## src/rtl/sipo_deserializer_if.sv

```systemverilog
// Parallel/serial bus bundle for sipo_deserializer.
// The master drives the framed serial stream; the slave (the deserializer) returns the word.
interface sipo_deserializer_if #(
    parameter int WIDTH = 4
);
    logic             start;
    logic             si;
    logic             si_valid;
    logic [WIDTH-1:0] po;
    logic             po_valid;
    logic             par_err;
    logic             busy;
    logic [7:0]       frame_cnt;

    modport master (
        output start, si, si_valid,
        input  po, po_valid, par_err, busy, frame_cnt
    );

    modport slave (
        input  start, si, si_valid,
        output po, po_valid, par_err, busy, frame_cnt
    );
endinterface

```

## src/rtl/sipo_deserializer.sv

```systemverilog
// Serial-in/parallel-out deserializer: start strobe, WIDTH qualified data bits,
// optional even-parity bit; registered word, one-cycle valid pulse and parity flag.
module sipo_deserializer #(
    parameter int WIDTH     = 4,
    parameter int PARITY_EN = 1,
    parameter int MSB_FIRST = 1
) (
    input  logic              clk,
    input  logic              rst,
    sipo_deserializer_if.slave bus
);
    localparam int CW = $clog2(WIDTH);

    typedef enum logic [1:0] {
        IDLE,
        SHIFT,
        PARITY,
        DONE
    } state_t;

    state_t           r_state;
    logic [CW-1:0]    r_cnt;
    logic [WIDTH-1:0] r_shreg;
    logic             r_par;
    logic [WIDTH-1:0] r_po;
    logic             r_po_valid;
    logic             r_par_err;
    logic             r_busy;
    logic [7:0]       r_frame_cnt;
    logic [WIDTH-1:0] w_shift;

    always_comb begin
        w_shift = r_shreg;
        if (MSB_FIRST != 0)
            w_shift = {r_shreg[WIDTH-2:0], bus.si};
        else
            w_shift = {bus.si, r_shreg[WIDTH-1:1]};
    end

    // r_par accumulates every captured bit, so in DONE it already equals data^parity.
    always_ff @(posedge clk or posedge rst) begin
        if (rst) begin
            r_state     <= IDLE;
            r_cnt       <= '0;
            r_shreg     <= '0;
            r_par       <= 1'b0;
            r_po        <= '0;
            r_po_valid  <= 1'b0;
            r_par_err   <= 1'b0;
            r_busy      <= 1'b0;
            r_frame_cnt <= '0;
        end else begin
            r_po_valid <= 1'b0;
            unique case (r_state)
                IDLE: begin
                    if (bus.start) begin
                        r_state <= SHIFT;
                        r_busy  <= 1'b1;
                        r_cnt   <= '0;
                        r_shreg <= '0;
                        r_par   <= 1'b0;
                    end
                end
                SHIFT: begin
                    if (bus.si_valid) begin
                        r_shreg <= w_shift;
                        r_par   <= r_par ^ bus.si;
                        r_cnt   <= r_cnt + 1'b1;
                        if (r_cnt == CW'(WIDTH - 1))
                            r_state <= (PARITY_EN != 0) ? PARITY : DONE;
                    end
                end
                PARITY: begin
                    if (bus.si_valid) begin
                        r_par   <= r_par ^ bus.si;
                        r_state <= DONE;
                    end
                end
                DONE: begin
                    r_po        <= r_shreg;
                    r_par_err   <= (PARITY_EN != 0) && r_par;
                    r_frame_cnt <= r_frame_cnt + 8'd1;
                    r_po_valid  <= 1'b1;
                    r_busy      <= 1'b0;
                    r_state     <= IDLE;
                end
                default: r_state <= IDLE;
            endcase
        end
    end

    assign bus.po        = r_po;
    assign bus.po_valid  = r_po_valid;
    assign bus.par_err   = r_par_err;
    assign bus.busy      = r_busy;
    assign bus.frame_cnt = r_frame_cnt;
endmodule

```

## src/flat_wrapper.sv

```systemverilog
// flat-port wrapper written by rule: the top's interface ports become plain ports
module sipo_deserializer_flat 
#(
    parameter int WIDTH     = 4,
    parameter int PARITY_EN = 1,
    parameter int MSB_FIRST = 1
)
  (clk, rst, bus_start, bus_si, bus_si_valid, bus_po, bus_po_valid, bus_par_err, bus_busy, bus_frame_cnt);
  sipo_deserializer_if #(.WIDTH(WIDTH)) bus_i ();
  input  logic clk;
  input  logic rst;
  input wire logic [$bits(bus_i.start)-1:0] bus_start;
  input wire logic [$bits(bus_i.si)-1:0] bus_si;
  input wire logic [$bits(bus_i.si_valid)-1:0] bus_si_valid;
  output wire logic [$bits(bus_i.po)-1:0] bus_po;
  output wire logic [$bits(bus_i.po_valid)-1:0] bus_po_valid;
  output wire logic [$bits(bus_i.par_err)-1:0] bus_par_err;
  output wire logic [$bits(bus_i.busy)-1:0] bus_busy;
  output wire logic [$bits(bus_i.frame_cnt)-1:0] bus_frame_cnt;
  assign bus_i.start = bus_start;
  assign bus_i.si = bus_si;
  assign bus_i.si_valid = bus_si_valid;
  assign bus_po = bus_i.po;
  assign bus_po_valid = bus_i.po_valid;
  assign bus_par_err = bus_i.par_err;
  assign bus_busy = bus_i.busy;
  assign bus_frame_cnt = bus_i.frame_cnt;
  sipo_deserializer #(.WIDTH(WIDTH), .PARITY_EN(PARITY_EN), .MSB_FIRST(MSB_FIRST)) u_core (.clk(clk), .rst(rst), .bus(bus_i));
endmodule
```

## config.mk

```make
export PLATFORM = sky130hd
export DESIGN_NAME = sipo_deserializer_flat
export DESIGN_NICKNAME = d
export VERILOG_FILES = /design/src/rtl/sipo_deserializer_if.sv /design/src/rtl/sipo_deserializer.sv /design/src/flat_wrapper.sv
export SDC_FILE = /design/constraint.sdc
export NUM_CORES = 1
export LEC_CHECK = 0
export ABC_AREA = 1
export CAP_MARGIN = 20
export CORE_MARGIN = 1.5
export CORE_UTILIZATION = 55
export CTS_BUF_LIST = sky130_fd_sc_hd__clkbuf_8
export DETAILED_ROUTE_END_ITERATION = 10
export PLACE_DENSITY_LB_ADDON = 0.15
export SYNTH_ARGS = -nofsm -noshare
export SYNTH_HDL_FRONTEND = slang
export SYNTH_SLANG_ARGS = --single-unit
```

## constraint.sdc

```tcl
create_clock -name clk -period 1.7 [get_ports clk]
set_input_delay 0.34 -clock clk [delete_from_list [all_inputs] [get_ports clk]]
set_output_delay 0.34 -clock clk [all_outputs]
set_load 0.01 [all_outputs]
```

==> reports/results.txt, run 1 <==
Worst skew pair latency: 0.26 ns
Setup WS post-layout: 0.106 ns
Gr ovfl total: 0
Final net count: 184
Vias in the first global route: 905
HP Class: in2async
Clk pwr share: 13.7%
Synth Instances: 145
Critical-path top delay cell: clkdlybuf4s50_1
PostCTS Resize Cnt: 0
RD Place Congestion: 0.771
Post-CTS setup buffer count: 0
Power Dens Cells: 1530 nW/um^2
DP Area: 1490 um^2
Post-Synthesis Cell Area: 1250 um^2
Crit start category: flip-flop
Die height: 50.7 um
Number of synthesized register bits: 24
WL per Instance: 10.8 um
Worst Path Required: 1.36 ns
Met3 usage: 3.87%
Non-filler instance count after layout: 197
Delay-heaviest family, CP: buffers and inverters
Max Fclk: 627 MHz
Reg clk slew, reported paths: 0.08 ns
Root buffer cell: clkbuf_8
Share of layout cells above drive strength 1: 10.7%
DRT Pass-1 Iters: 6
Final setup fails: 0
Initial drt markers: 18
Crit. End Element: output port
Diode count: 0
Avg Cell Area, Syn: 8.63 um^2
Setup TNS: 0 ns
Slew Limit Fails: 0
Period utilisation layout: 93.7%
Max clock buf depth: 2
Die area: 2570 um^2
First-pass GRT wire length: 3810 um
Maximum VDD drop: 0.00106 V
Vias per cell: 4.82
Unrepaired setup endpoints after global routing: no
Gate power share: 47.5%
Netlist cell types: 19
Switching Fraction: 38.8%
Seq pwr share: 38.8%
Layout area overhead: 22.2%
CP Max Fanout: 4
DRT Wirelength: 2120 um
CTS buffer count: 3
Worst-margin pin slew: 0.297 ns
Die X: 50.7 um
Final instance area: 1530 um^2
Max transition margin: 80.2%
Slowest Stage Delay on Critical Path: 0.57 ns
Core area: 2170 um^2
CP Cell Sequence: clkdlybuf4s50_1
P_int: 1430 uW
Lkg Pwr: 0.000835 uW
H-tree levels: 1
Pre-CTS setup slack: 0.228 ns
Critical path class: reg2out
Global route hottest layer: met2
DRC: 0
Tmin final: 1.59 ns
Cells after DPL: 194
PortBufs: 19
Vias after detailed routing: 949
Clock skew: 0.00500 ns
Sequential fraction of the synthesis area: 48.0%
# hold bufs at CTS: 0
Routed Antenna Nets: 0
GR Util met2: 36.4%
CTS tree: built
Final Hold Fails: 0
Synth warn: 0
Fin Hold WS: 0.440 ns
Post-synth net total: 158
CP Buf/Inv Count: 1
Psw: 907 uW
TritonCTS Sinks: 24
Largest net degree at the start of global routing: 25
Initial antenna violation count: 0
Status: completed
Gr usage total: 19.9%
Hpwl dp: 1700 um
Met1 global-route usage: 23.1%
Rows: 17
Ports: 20
Maximum Capacitance Violations: 0
CP Data Arrival Time: 1.25 ns
Starting Density: 57.7%
Filler cells: 174
==> logic make-up (layout without fill, tap and decap cells) <==
| kind of cell | after synthesis | after routing | share of synthesized area, % |
|---|---|---|---|
| multiplexers | 5 | 5 | 4.50 |
| AO/OA/AOI/OAI | 4 | 4 | 1.90 |
| AND/OR/NAND/NOR | 74 | 74 | 26.5 |
| adder cells (fa/ha/maj) | 8 | 8 | 8.00 |
| flip-flops | 24 | 24 | 48.0 |
| XOR/XNOR | 3 | 3 | 2.10 |
| buffers and inverters | 27 | 51 | 9.00 |
==> cell usage after synthesis <==
library cell | instances | area [um^2]
nand2_2 | 1 | 6.26
o21ai_2 | 1 | 8.76
nand2_4 | 1 | 11.3
nand4_1 | 4 | 25.0
nor2_1 | 6 | 22.5
a21oi_1 | 1 | 5.00
xor2_1 | 3 | 26.3
buf_4 | 1 | 7.51
nand3b_1 | 3 | 22.5
dfrtp_1 | 24 | 601
nand2_1 | 51 | 191
buf_6 | 1 | 11.3
mux2_2 | 5 | 56.3
inv_1 | 24 | 90.1
ha_1 | 8 | 100
inv_2 | 1 | 3.75
nand3_1 | 6 | 30.0
nor2_4 | 2 | 22.5
o21ai_0 | 2 | 10.0
==> tightest hold or removal path: stages <==
cell and delay [ns]:
clkdlybuf4s50_1 0.41, inv_1 0.06, buf_4 0.29
==> state kept, by name, indices dropped and copies added (netlist names) <==
name,flops
u_core.bus.frame_cnt,8
u_core.bus.busy,1
u_core.bus.par_err,1
u_core.r_par,1
u_core.bus.po,4
u_core.bus.po_valid,1
u_core.r_state,2
u_core.r_cnt,2
u_core.r_shreg,4
==> metal layers <==
metal | wire [um] | up-vias
li1 | - | 491
met1 | 912 | 438
met2 | 1120 | 15
met3 | 59 | 5
met4 | 28 | 0
met5 | 0 | -
==> power groups by stage <==
stage          logic, uW  clock network, uW  registers (uW)
2_1_floorplan        697                  0             942
3_3_place_gp        1070                  0             904
3_5_place_dp        1130                  0             913
4_1_cts             1130                332             906
5_1_grt             1250                357             933
6_report            1110                321             906
==> through the flow <==
step	utilization (%)	power (uW)
finish	70.5	2340
global route	70.5	2540
CTS	70.5	2370
detailed placement	68.6	2040
global placement	68.6	1980
floorplan	-	1640
==> final timing paths <==
path	endpoint	depth (start not counted)	start	slack, ns
min	u_core.r_state[1]	3	rst	0.44
min reg2reg	u_core.r_shreg[3]	2	u_core.r_shreg[3]	0.49
min in group clk	u_core.r_shreg[3]	2	u_core.r_shreg[3]	0.49
max reg2reg	u_core.r_shreg[3]	7	u_core.r_state[1]	0.27
max	bus_frame_cnt[0]	1	u_core.bus.frame_cnt[0]	0.11
max in group asynchronous	u_core.r_par	3	rst	1.02
==> cells in the final DEF, fill, tap and decap left out, drive strengths merged <==
master | netlist | routed
o21ai | 3 | 3
clkdlybuf4s50 | 0 | 19
dfrtp | 24 | 24
ha | 8 | 8
nand2 | 53 | 53
nand3b | 3 | 3
clkbuf | 0 | 3
nor2 | 8 | 8
nand4 | 4 | 4
mux2 | 5 | 5
buf | 2 | 4
inv | 25 | 25
xor2 | 3 | 3
nand3 | 6 | 6
a21oi | 1 | 1
==> final cells by class <==
| type | count | area, um^2 | area share (%) |
|---|---|---|---|
| sequential | 24 | 601 | 39.3 |
| tap | 28 | 35.0 | 2.29 |
| multi-input combinational | 94 | 538 | 35.2 |
| inverter | 25 | 93.8 | 6.14 |
| timing repair buffer | 23 | 220 | 14.4 |
| clock buffer | 3 | 41.3 | 2.70 |
Power figures use the tool's default switching activity.
==> run 2: changes to the inputs <==
CAP_MARGIN = not set   (was 20)
==> results of run 2 <==
Final layout, timing and power as in run 1 (identical DEF).
==> run 3: changes to the inputs <==
CORE_UTILIZATION = 59   (was 55)
clock period = 1.9 ns   (was 1.7 ns; I/O delays follow)
==> reports/results.txt, run 3 (synthesis gave the netlist of run 1 again) <==
Vias after detailed routing: 934
Vias per cell: 4.81
CTS buffer count: 3
Initial antenna violation count: 0
Worst r2r dst: u_core.bus.frame_cnt[7]
DRT Wirelength: 2140 um
Unrepaired setup endpoints after global routing: no
Worst-margin pin slew: 0.544 ns
First-pass GRT wire length: 3710 um
Slowest Stage Delay on Critical Path: 0.57 ns
DRC: 0
Vias in the first global route: 865
R2R depth: 6
Power Dens Cells: 1400 nW/um^2
Layout area overhead: 21.4%
Critical path class: reg2out
Core area: 1980 um^2
DP Area: 1460 um^2
Ports: 20
Tot Pwr: 2120 uW
CP Max Fanout: 5
Rows: 16
CP Launch Point: u_core.bus.frame_cnt[3]
Delay-heaviest family, CP: buffers and inverters
Period utilisation layout: 86.6%
Final setup fails: 0
Lkg Pwr: 0.000828 uW
Share of layout cells above drive strength 1: 9.58%
Max reg flops: 8
Final Hold Fails: 0
Non-filler instance count after layout: 194
H-tree levels: 1
Tmin final: 1.65 ns
Critical-path top delay cell: clkdlybuf4s50_1
Most frequent cells in the layout: 51 x nand2_1, 24 x inv_1, 24 x dfrtp_1, 19 x clkdlybuf4s50_1, 8 x ha_1
FF-to-FF Start: u_core.r_state[0]
Crit start category: flip-flop
Die area: 2410 um^2
CP Data Arrival Time: 1.27 ns
Max transition margin: 63.7%
Initial drt markers: 8
Maximum Capacitance Violations: 0
TritonCTS Sinks: 24
WL per Instance: 11.0 um
Hpwl dp: 1550 um
Worst skew pair latency: 0.27 ns
Gr ovfl total: 0
Root buffer cell: clkbuf_8
Starting Density: 63.1%
Worst Path Required: 1.52 ns
PortBufs: 19
Most common cell after layout, fill and taps aside: nand2_1
Gr usage total: 20.3%
Die height: 49.1 um
Reg2Reg Setup Slack: 0.32 ns
Maximum VDD drop: 0.00111 V
CP Cell Sequence: clkdlybuf4s50_1
Die X: 49.1 um
Cells after DPL: 190
Setup TNS: 0 ns
Routed Antenna Nets: 0
Largest net degree at the start of global routing: 25
Reg clk slew, reported paths: 0.08 ns
PostCTS Resize Cnt: 0
Fin Hold WS: 0.453 ns
Final net count: 181
Crit path capture: bus_frame_cnt[3]
Diode count: 0
Final instance area: 1520 um^2
Max clock buf depth: 2
HP Class: in2async
# hold bufs at CTS: 0
CTS tree: built
Slew Limit Fails: 0
Clock skew: 0.00384 ns
Post-CTS setup buffer count: 0
RD Place Congestion: 0.800
DRT Pass-1 Iters: 4
Crit path depth: 1
Status: completed
Crit. End Element: output port
CP Buf/Inv Count: 1
Max Fclk: 608 MHz
-- run 3: final cells by class --
cell class                 count  area [um^2]
sequential                    24          601
multi-input combinational     94          538
fill                         138          463
timing repair buffer          20          198
inverter                      25         93.8
clock buffer                   4         55.1
tap                           27         33.8
-- run 3: per-stage QoR --
stage	util, %	setup slack [ns]
after global placement	73.9	0.304
after detailed placement	73.9	0.237
after CTS	76.6	0.241
after global routing	76.6	0.126
after floorplan	-	0.644
final	76.6	0.254
-- run 3: worst min-delay path, stage by stage --
cell and delay, ns:
clkdlybuf4s50_1 0.39, inv_1 0.05, buf_4 0.29
-- run 3: per-layer routing --
layer	wire [um]	up-vias	GRT usage (%)	share of wire, %
met1	1030	425	27.7	48
li1	-	485	-	-
met4	37	0	8.57	1.7
met2	1010	19	32.6	47
met5	0	-	0	0
met3	62	5	2.76	2.9
-- run 3: how the worst min path moves through the flow --
stage | start | to | slack (ns) | cells after the start
after floorplan | rst | u_core.bus.busy | 0.39 | 1
after global placement | u_core.r_shreg[3] | u_core.r_shreg[3] | 0.46 | 2
after detailed placement | u_core.r_shreg[3] | u_core.r_shreg[3] | 0.47 | 2
after CTS | rst | u_core.bus.busy | 0.46 | 3
after global routing | rst | u_core.bus.par_err | 0.51 | 3
final | rst | u_core.bus.busy | 0.45 | 3
-- run 3: report_power, final --
| group | switching, uW | internal [uW] | total (uW) |
|---|---|---|---|
| Clock | 159 | 185 | 344 |
| Combinational | 529 | 434 | 963 |
| Sequential | 136 | 675 | 811 |
| Total | 825 | 1290 | 2120 |
